File: config.mk
export PLATFORM = sky130hd
export DESIGN_NAME = seq_multiply_add
export DESIGN_NICKNAME = d
export VERILOG_FILES = /design/src/rtl/seq_multiply_add.sv
export SDC_FILE = /design/constraint.sdc
export NUM_CORES = 1
export LEC_CHECK = 0
export BUFFER_PORTS_ARGS = -buffer_cell sky130_fd_sc_hd__buf_2
export CELL_PAD_IN_SITES_DETAIL_PLACEMENT = 1
export CELL_PAD_IN_SITES_GLOBAL_PLACEMENT = 1
export CORE_AREA = 2 2 111 59
export DETAILED_ROUTE_END_ITERATION = 10
export DIE_AREA = 0 0 113 61
export PLACE_DENSITY_LB_ADDON = 0.1
export SLEW_MARGIN = 20
export SYNTH_ARGS = -nofsm -noshare
export SYNTH_HDL_FRONTEND = slang
export SYNTH_SLANG_ARGS = --single-unit
File: constraint.sdc
create_clock -name clk -period 5.2 [get_ports clk]
set_input_delay 0.26 -clock clk [delete_from_list [all_inputs] [get_ports clk]]
set_output_delay 0.26 -clock clk [all_outputs]
set_load 0.05 [all_outputs]
File: src/rtl/seq_multiply_add.sv
// Sequential shift-add unit: d = q*m + r, one multiplier bit per clock, start/busy/done handshake.
// Optional `REM_CHECK_EN adds rem_err, flagging an invalid remainder (m == 0 or r >= m).
module seq_multiply_add #(
    parameter int WIDTH = 4
) (
    input  logic               clk,
    input  logic               rst,
    input  logic               start,
    input  logic [WIDTH-1:0]   q,
    input  logic [WIDTH-1:0]   m,
    input  logic [WIDTH-1:0]   r,
    output logic               busy,
    output logic               done,
    output logic [2*WIDTH-1:0] d
`ifdef REM_CHECK_EN
    ,
    output logic               rem_err
`endif
);

    // Handshake: start is sampled only in IDLE together with q/m/r; busy is high
    // from the cycle after the start edge until done; done pulses for one cycle
    // with d (and rem_err) valid, and both hold until the next result.
    localparam int CW = (WIDTH > 1) ? $clog2(WIDTH) : 1;
    localparam logic [CW-1:0] LAST_CNT = CW'(WIDTH - 1);

    typedef enum logic [1:0] {
        IDLE = 2'd0,
        RUN  = 2'd1,
        DONE = 2'd2
    } state_t;

    state_t             state;
    state_t             state_nxt;
    logic [2*WIDTH-1:0] acc;
    logic [2*WIDTH-1:0] acc_nxt;
    logic [2*WIDTH-1:0] mcand;
    logic [WIDTH-1:0]   mplier;
    logic [CW-1:0]      cnt;
    logic               last_step;

`ifdef REM_CHECK_EN
    logic [WIDTH-1:0]   m_lat;
    logic [WIDTH-1:0]   r_lat;
`endif

    // Partial product is added before the shift so the final step's sum goes straight to d.
    assign acc_nxt   = acc + (mplier[0] ? mcand : '0);
    assign last_step = (state == RUN) && (cnt == LAST_CNT);

    always_comb begin
        state_nxt = state;
        busy      = 1'b0;
        done      = 1'b0;
        case (state)
            IDLE: begin
                if (start) state_nxt = RUN;
            end
            RUN: begin
                busy = 1'b1;
                if (cnt == LAST_CNT) state_nxt = DONE;
            end
            DONE: begin
                busy      = 1'b1;
                done      = 1'b1;
                state_nxt = IDLE;
            end
            default: state_nxt = IDLE;
        endcase
    end

    always_ff @(posedge clk) begin
        if (rst) begin
            state  <= IDLE;
            acc    <= '0;
            mcand  <= '0;
            mplier <= '0;
            cnt    <= '0;
            d      <= '0;
        end else begin
            state <= state_nxt;
            if (state == IDLE && start) begin
                acc    <= {{WIDTH{1'b0}}, r};
                mcand  <= {{WIDTH{1'b0}}, m};
                mplier <= q;
                cnt    <= '0;
            end else if (state == RUN) begin
                acc    <= acc_nxt;
                mcand  <= mcand << 1;
                mplier <= mplier >> 1;
                cnt    <= cnt + 1'b1;
            end
            if (last_step) d <= acc_nxt;
        end
    end

`ifdef REM_CHECK_EN
    // The check uses the operands captured at start, not the live inputs.
    always_ff @(posedge clk) begin
        if (rst) begin
            m_lat   <= '0;
            r_lat   <= '0;
            rem_err <= 1'b0;
        end else begin
            if (state == IDLE && start) begin
                m_lat <= m;
                r_lat <= r;
            end
            if (last_step) rem_err <= (m_lat == '0) || (r_lat >= m_lat);
        end
    end
`endif

endmodule
== Yosys cells after proc, flatten, opt, wreduce, memory -nomap -nowiden ==
Cells that the tools add are included.

* Register bits after elaboration: 32
* Output and inout port bits: 10
* Word-level logic and storage cells: 34
* Input bits: 15

* Add/sub/neg operators: 2
* Reductions and logical operators: 7
* Multiplexer cells: 12
* Equal/unequal tests: 5

{| class="wikitable"
|+ Operators with widths
! cell !! number
|-
| $mux W4 || 6
|-
| $add A8 B8 Y8 || 1
|-
| $mux W8 || 1
|-
| $eq A2 B2 Y1 const B || 2
|-
| $mux W2 || 2
|-
| $ne A2 B2 Y1 const B || 2
|-
| $pmux W2 S2 || 1
|-
| $reduce_or A2 Y1 || 2
|-
| $add A2 B1 Y2 const B || 1
|-
| $eq A2 B1 Y1 const B || 1
|-
| $logic_and A1 B1 Y1 || 2
|-
| $logic_not A2 Y1 || 1
|-
| $mux W1 || 2
|-
| $reduce_and A2 Y1 || 1
|-
| $reduce_bool A2 Y1 || 1
|}

== Logic depth before layout (Yosys ltp) ==
Gate-level depths: netlist (run 1).

* Depth in word-level cells: 4
* Gate-level depth with buffers: 9
* Gate-level depth less buffers: 9

== Least setup slack after synthesis (run 1) ==
No wires, ideal clock.

* Path type: register -> register
* From: reg mplier[0]
* To: reg acc[6]
* Cell stages (with the launch flop): 10
* Setup slack: 3.230 ns
* Data arrival time: 1.850 ns
* Cell sequence: dfxtp_1 -> and2_1 -> ha_1 -> inv_1 -> fa_1 -> and2b_1 -> o21ai_2 -> a21oi_2 -> nor4_1 -> a211o_1

* Longest elaborated chain between the ends: 2

{| class="wikitable"
|+ RTL lines
! what !! RTL line !! RTL
|-
| from (decl) || 38 || <nowiki>logic [WIDTH-1:0] mplier;</nowiki>
|-
| from (signal assigned) || 85 || <nowiki>mplier <= q;</nowiki>
|-
| from (signal assigned) || 90 || <nowiki>mplier <= mplier >> 1;</nowiki>
|-
| $mux W8 || 48 || <nowiki>assign acc_nxt = acc + (mplier[0] ? mcand : '0);</nowiki>
|-
| $add A8 B8 Y8 || 48 ||
|-
| to (signal assigned) || 83 || <nowiki>acc <= {{WIDTH{1'b0}}, r};</nowiki>
|-
| to (signal assigned) || 88 || <nowiki>acc <= acc_nxt;</nowiki>
|-
| to (decl) || 35 || <nowiki>logic [2*WIDTH-1:0] acc;</nowiki>
|}

No other way between the ends.
A chain may end at the register's enable or synchronous reset.

== Worst setup path in the final report (run 1) ==
Same ends and word-level chain as after synthesis.

==> results of run 1 <==
final cells by class:
cell class	instances	area [sq um]	area share
clock buffers	5	125	0.0602
flip-flops and latches	32	641	0.308
well taps	77	96.3	0.0463
repair buffers	25	128	0.0614
clock inverters	3	18.8	0.00903
inverters	7	26.3	0.0126
multi-input cells	151	1040	0.502
how the worst max path moves through the flow:
stage / end / slack, ns / depth (start not counted)
finish: acc[6]$_SDFFE_PP0P_ / 2.94 / 9
floorplan: acc[6]$_SDFFE_PP0P_ / 3.23 / 9
global route: acc[6]$_SDFFE_PP0P_ / 2.82 / 9
global placement: acc[6]$_SDFFE_PP0P_ / 3.06 / 9
detailed placement: acc[6]$_SDFFE_PP0P_ / 2.98 / 9
CTS: acc[6]$_SDFFE_PP0P_ / 2.94 / 9
where the power goes:
| group | switching, mW | total, mW | internal, mW |
|---|---|---|---|
| Clock | 0.110 | 0.286 | 0.176 |
| Sequential | 0.0115 | 0.272 | 0.260 |
| Combinational | 0.0722 | 0.113 | 0.0411 |
| Total | 0.193 | 0.671 | 0.477 |
state kept, by name, summed over array words and instances (netlist names):
name and flops:
mcand 8, state 2, d 8, acc 8, cnt 2, mplier 4
stage by stage:
stage	instance area [sq um]	utilization
after global routing	2080	0.352
after CTS	2080	0.352
after detailed placement	1940	0.328
after global placement	1940	0.328
final	2080	0.352
after floorplan	1780	-
routing by layer:
metal  vias to the layer above  GRT usage  wire (um)
li1                        753          -          -
met1                       741      0.228       2620
met2                        30      0.247       2120
met3                         2     0.0350        233
met4                         0     0.0488         42
met5                         -          0          0
cells in the mapped netlist, drive strengths merged (3+ instances only):
cell	count	area, sq um
a211oi	12	95.1
a21oi	17	88.8
a31oi	3	18.8
and2	7	43.8
buf	7	43.8
clkbuf	5	21.3
dfxtp	32	641
ha	12	150
inv	6	22.5
mux2i	13	130
nand2	20	80.1
nand2b	3	18.8
nand3	6	30.0
nand3b	4	30.0
nor2	20	77.6
nor3	6	30.0
o21ai	8	47.5
xnor2	4	35.0
logic make-up (layout without fill, tap and decap cells):
| group | after synthesis | after routing | share of synthesized area |
|---|---|---|---|
| xor+xnor | 5 | 5 | 0.0246 |
| fa+ha+maj | 13 | 13 | 0.0958 |
| mux | 13 | 13 | 0.0732 |
| flops | 32 | 32 | 0.361 |
| compound gates | 49 | 49 | 0.190 |
| simple gates | 71 | 71 | 0.204 |
| buf+inv | 19 | 40 | 0.0514 |
tightest hold or removal path: cells and delay by family:
| kind | cells | cell delay (ns) |
|---|---|---|
| AOI/OAI and AO/OA | 1 | 0.06 |
| and+or+nand+nor | 1 | 0.07 |
| buffers and inverters | 1 | 0.10 |
==> results.tsv, run 1 <==
stage	metric	value	unit
status	outcome	complete, but fails checks	
status	violations	design-rule violations	
sta	fin_crit_sh	0.435	
synth	yosysUniqueCellTypes	43	
worst_setup_path	critPathCaptureType	flip-flop	
worst_setup_path	r2r_setup_slack	2.94	ns
clock_network	cts_tree	done	
synth	netlist_instances	202	
floorplan	die_w	113	um
routing	post_drt_wl_per_cell	16.7	um
hold_path	hp-class	in2reg	
sta	rsz0062_at_grt	no	
global_route	gr-usage-all-layers	0.160	
sta	finClkSkew	0.00798	ns
floorplan	dieArea	6890	sq um
synth	netlist_area	1780	sq um
power_and_ir_drop	p_per_area	322	nW/um^2
worst_setup_path	cp_slowest_cell	dfxtp_1	
synth	yosysSeqAreaShare	0.361	
synth	ys.flop_type	dfxtp_1	
placement	dp_hpwl	3580	um
final_layout	fillCellCount	703	
clock_network	clkLatencyLatePin	0.28	ns
floorplan	start_util	0.301	
clock_network	cts_hold_buf	0	
worst_setup_path	cp_top_family	adder cells	
worst_setup_path	slowest_delay	0.47	ns
clock_network	clock-root-buffer	clkbuf_16	
sta	maxSlewHeadroom	0.646	
final_layout	antenna_cells	0	
sta	finalSetupViolations	0	
synth	syn_avg_cell_area	8.80	sq um
worst_setup_path	crit_path_max_fanout	9	
placement	dp_cells	292	
synth	yosys_warnings	0	
worst_setup_path	cp-startpoint	mplier[0]$_SDFFE_PP0P_	
sta	holdWs	0.255	ns
worst_setup_path	crit_arrival	2.42	ns
routing	drc	2	
routing	drtIter0Drc	49	
power_and_ir_drop	p_leak	0.830	nW
floorplan	ios	25	
floorplan	row_count	20	
worst_setup_path	crit_buf_inv	1	
placement	pre_cts_ws	2.98	ns
synth	ys_seq_elements	32	
synth	synth_edf_count	0	
clock_network	clk_pin_slew	0.06	ns
sta	tightest_slew	0.531	ns
clock_network	cts_buffers	5	
worst_setup_path	crit_chain	and2_1 -> ha_1 -> inv_1 -> fa_1 -> and2b_1 -> o21ai_2 -> a21oi_2 -> nor4_1 -> a211o_1	
global_route	overflow	0	
hold_path	hold_depth	3	
sta	fin_ws	2.94	ns
sta	hold_viol	0	
clock_network	numClockSinks	32	
global_route	antenna_found_initial	0	
synth	async_flop_share	0	
worst_setup_path	r2r-end	acc[6]$_SDFFE_PP0P_	
clock_network	htree_levels	2	
sta	setup-tns-final	0	ns
worst_setup_path	crit_required	5.36	ns
clock_network	cts_setup_buffers	0	
global_route	grt_pass1_vias	1549	
global_route	grt_max_degree	28	
global_route	grt_pass1_wl	8280	um
final_layout	final_cells	300	
placement	portBuffers	24	
routing	drtAntennaViolNets	0	
hold_path	hold_start	r[1]	
power_and_ir_drop	vdd_drop_max	0.000101	V
sta	max_freq	443	MHz
final_layout	final_common_cell	dfxtp_1	
final_layout	fin_nets	250	
synth	syn_nets	230	
power_and_ir_drop	total_power	0.671	mW
routing	drt-vias-per-instance	5.09	
routing	wl	5010	um
floorplan	core-area	5910	sq um
clock_network	cts.repair.resized	0	
clock_network	cts.path.max_buffers	2	
worst_setup_path	ff2ff_path_depth	9	
job	max_cap_viol_count	0	
floorplan	die_h	61	um
hold_path	hold_end	acc[1]$_SDFFE_PP0P_	
worst_setup_path	crit_type	reg2reg	
final_layout	layout.cells.most_common_list	32 x dfxtp_1, 24 x buf_2, 19 x nor2_1	
routing	first_pass_iters	7	
worst_setup_path	cp-start-kind	flip-flop	
sta	min_period	2.26	ns
sta	slew_violations	0	
final_layout	drive_above_1_share	0.202	
final_layout	syn_to_final_growth	17.0	%
worst_setup_path	r2r-start	mplier[0]$_SDFFE_PP0P_	
placement	finalWeightedCongestion	0.770	
routing	via_count	1526	
(Power assumes the default switching activity.)
==> run 2: changes to the inputs <==
--- a/config.mk
+++ b/config.mk
@@ -5,6 +5,7 @@
 export SDC_FILE = /design/constraint.sdc
 export NUM_CORES = 1
 export LEC_CHECK = 0
+export ABC_AREA = 1
 export BUFFER_PORTS_ARGS = -buffer_cell sky130_fd_sc_hd__buf_2
 export CELL_PAD_IN_SITES_DETAIL_PLACEMENT = 1
 export CELL_PAD_IN_SITES_GLOBAL_PLACEMENT = 1
==> constraint.sdc (replaced) <==
create_clock -name clk -period 2 [get_ports clk]
set_input_delay 0.1 -clock clk [delete_from_list [all_inputs] [get_ports clk]]
set_output_delay 0.1 -clock clk [all_outputs]
set_load 0.05 [all_outputs]
==> run 2 against run 1 <==
Net effect: the run still ends with design-rule violations left; sequential cell count did not move; routed wire length decreased by 1.8%; final cell count rose by 23%; via count increased by 6.4%; synthesized cell count grew 31%; critical path depth rose by 4; critical endpoint is now d[4]$_SDFFE_PP0P_; largest cell class unchanged; largest power group unchanged.
==> results.tsv, run 2 <==
stage	metric	value	unit	change
global_route	grt_pass1_vias	1635		was 1549
worst_setup_path	cp_top_family	simple AND/OR/NAND/NOR gates		was adder cells
floorplan	row_count	20		unchanged
final_layout	fin_nets	319		was 250
synth	netlist_area	1780	sq um	unchanged
clock_network	clock-root-buffer	clkbuf_16		unchanged
synth	synth_edf_count	0		unchanged
clock_network	numClockSinks	32		unchanged
final_layout	final_cells	369		was 300
synth	synth.most_common_cell	nand2_1		was dfxtp_1
synth	async_flop_share	0		unchanged
sta	max_freq	557	MHz	was 443 MHz
sta	maxSlewHeadroom	0.718		was 0.646
worst_setup_path	slowest_delay	0.40	ns	was 0.47 ns
final_layout	fillCellCount	746		was 703
status	outcome	complete, but fails checks		unchanged
sta	hold_viol	0		unchanged
global_route	grt_max_degree	17		was 28
worst_setup_path	crit_buf_inv	4		was 1
sta	slew_violations	0		unchanged
worst_setup_path	ff2ff_path_depth	13		was 9
status	violations	design-rule violations		unchanged
synth	netlist_instances	264		was 202
sta	holdWs	0.0645	ns	was 0.255 ns
hold_path	hp-class	in2reg		unchanged
final_layout	seqCellArea	642	sq um	was 641 sq um
clock_network	clkLatencyLatePin	0.28	ns	about the same
floorplan	core-area	5910	sq um	unchanged
clock_network	cts_tree	done		unchanged
clock_network	cts.repair.resized	0		unchanged
worst_setup_path	cp-start-kind	flip-flop		unchanged
synth	ys.flop_type	dfxtp_1		unchanged
worst_setup_path	crit_top_cell	nand2_1		
synth	synthTopCellsByCount	91 x nand2_1, 41 x inv_1, 32 x dfxtp_1		was 32 x dfxtp_1, 19 x nor2_1, 18 x nand2_1
clock_network	cts.path.max_buffers	2		unchanged
clock_network	cts_hold_buf	0		unchanged
floorplan	start_util	0.301		unchanged
routing	post_drt_wl_per_cell	13.3	um	was 16.7 um
floorplan	die_h	61	um	unchanged
global_route	antenna_found_initial	0		unchanged
final_layout	reg_top3	acc x8, d x8, mcand x8		unchanged
worst_setup_path	cp.depth	13		was 9
synth	synth_area_leader_cell	dfxtp_1		unchanged
final_layout	final_common_cell	nand2_1		was dfxtp_1
placement	dp_hpwl	3790	um	was 3580 um
sta	min_period	1.79	ns	was 2.26 ns
clock_network	htree_levels	2		unchanged
sta	finalSetupViolations	0		unchanged
worst_setup_path	cp_slowest_cell	fa_1		was dfxtp_1
job	max_cap_viol_count	0		unchanged
sta	setup-tns-final	0	ns	unchanged
routing	drtIter0Drc	67		was 49
worst_setup_path	crit_type	reg2reg		unchanged
global_route	gr-usage-all-layers	0.161		was 0.160
synth	yosys_warnings	0		unchanged
sta	fin_crit_sh	0.897		was 0.435
worst_setup_path	crit_chain	nand2_1 -> inv_1 -> ha_2 -> inv_1 -> fa_1 -> inv_1 -> nand2_1 -> nand2_1 -> nand2_1 -> or2_1 -> nand3_1 -> nand2_1 -> inv_1		was and2_1 -> ha_1 -> inv_1 -> fa_1 -> and2b_1 -> o21ai_2 -> a21oi_2 -> nor4_1 -> a211o_1
floorplan	dieArea	6890	sq um	unchanged
final_layout	layout.cells.most_common_list	91 x nand2_1, 41 x inv_1, 31 x dfxtp_1		was 32 x dfxtp_1, 24 x buf_2, 19 x nor2_1
sta	tightest_slew	0.423	ns	was 0.531 ns
sta	finClkSkew	0.00442	ns	was 0.00798 ns
hold_path	hold_depth	3		unchanged
worst_setup_path	crit_required	2.23	ns	was 5.36 ns
synth	ys_top_cells_by_area	dfxtp_1 36%, nand2_1 19%, inv_1 8.7%, ha_1 8.5%, nand3_1 6.2%		was dfxtp_1 36%, ha_1 8.5%, mux2i_1 7.3%, a211oi_1 4.6%, a21oi_1 4.5%
placement	dp_cells	361		was 292
routing	drt-vias-per-instance	4.40		was 5.09
global_route	grt_pass1_wl	8240	um	was 8280 um
sta	rsz0062_at_grt	no		unchanged
synth	yosysSeqAreaShare	0.361		unchanged
global_route	overflow	0		unchanged
final_layout	multi_input_area	906	sq um	was 1040 sq um
placement	finalWeightedCongestion	0.769		was 0.770
routing	via_count	1624		was 1526
clock_network	cts_buffers	5		unchanged
routing	drc	2		unchanged
synth	yosysUniqueCellTypes	27		was 43
synth	syn_avg_cell_area	6.73	sq um	was 8.80 sq um
worst_setup_path	crit_path_max_fanout	3		was 9
worst_setup_path	critPathCaptureType	flip-flop		unchanged
routing	wl	4920	um	was 5010 um
final_layout	syn_to_final_growth	20.8	%	was 17.0%
synth	synth.top_cell.area_share	0.361		unchanged
worst_setup_path	crit_arrival	2.02	ns	was 2.42 ns
floorplan	die_w	113	um	unchanged
power_and_ir_drop	p_leak	1.15	nW	was 0.830 nW
synth	ys_seq_elements	32		unchanged
synth	syn_nets	292		was 230
routing	first_pass_iters	7		unchanged
final_layout	drive_above_1_share	0.144		was 0.202
floorplan	ios	25		unchanged
clock_network	cts_setup_buffers	0		unchanged
placement	portBuffers	24		unchanged
clock_network	clk_pin_slew	0.06	ns	about the same
power_and_ir_drop	vdd_drop_max	0.000340	V	was 0.000101 V
power_and_ir_drop	p_per_area	906	nW/um^2	was 322 nW/um^2
routing	drtAntennaViolNets	0		unchanged
final_layout	antenna_cells	0		unchanged
## run 2: cell count changes after synthesis, sizes merged, moves of 3 or more
cell | previous run | this run
inv | 6 | 44
xnor2 | 4 | 1
o21ai | 8 | 3
nor3 | 6 | 0
nand2b | 3 | 0
a211oi | 12 | 1
or2 | 0 | 3
nand3 | 6 | 22
mux2i | 13 | 0
clkbuf | 5 | 1
and2 | 7 | 0
nand2 | 20 | 92
## run 2: layout make-up
| cell class | count | share of cell area |
|---|---|---|
| clock inverters | 1 | 0.0140 |
| repair buffers | 28 | 0.0699 |
| inverters | 44 | 0.0793 |
| clock buffers | 7 | 0.0711 |
| well taps | 77 | 0.0449 |
| flip-flops and latches | 32 | 0.299 |
| multi-input cells | 180 | 0.422 |
## run 2: final timing paths
kind | from | to | slack, ns
worst max-delay path | mcand[0]$_SDFFE_PP0P_ | d[4]$_SDFFE_PP0P_ | 0.21
worst min-delay path | m[0] | mcand[0]$_SDFFE_PP0P_ | 0.06
worst max register to register | mcand[0]$_SDFFE_PP0P_ | d[4]$_SDFFE_PP0P_ | 0.21
worst min register to register | cnt[1]$_SDFFE_PP0P_ | cnt[1]$_SDFFE_PP0P_ | 0.47
## run 2: metrics by stage
step / worst slack (ns) / area, sq um / util / power (mW)
floorplan: 0.268 / 1780 / - / 0.937
global placement: 0.243 / 1960 / 0.332 / 1.01
detailed placement: 0.203 / 1960 / 0.332 / 1.01
CTS: 0.175 / 2140 / 0.363 / 1.97
global route: 0.0166 / 2150 / 0.364 / 2.05
finish: 0.206 / 2150 / 0.364 / 1.94
## run 2: kinds of logic (layout without fill, tap and decap cells)
logic type,count (synthesis),count (layout),share of synthesized area
and+or+nand+nor,138,138,0.317
buffers and inverters,52,80,0.131
xor gates and xnor gates,2,2,0.00986
DFF,32,32,0.361
AOI/OAI and AO/OA,27,27,0.0859
adders and majority gates,13,13,0.0958
## run 2: metal layers
metal / vias up / GRT usage / share of wire
li1: 871 / - / -
met1: 726 / 0.245 / 0.61
met2: 19 / 0.218 / 0.34
met3: 8 / 0.0450 / 0.035
met4: 0 / 0.0470 / 0.011
met5: - / 0 / 0
## run 2: worst register-to-register path, delay by kind of cell (launching register included)
kind          cells  cell delay [ns]
simple gates      7             0.59
fa+ha+maj         2             0.59
flops             1             0.34
buf+inv           4             0.23
## run 2: report_power, final
group	switching, mW	leakage (nW)	internal [mW]	total, mW
clock network	0.290	0.0901	0.656	0.946
registers	0.0251	0.261	0.675	0.700
logic	0.198	0.797	0.100	0.298
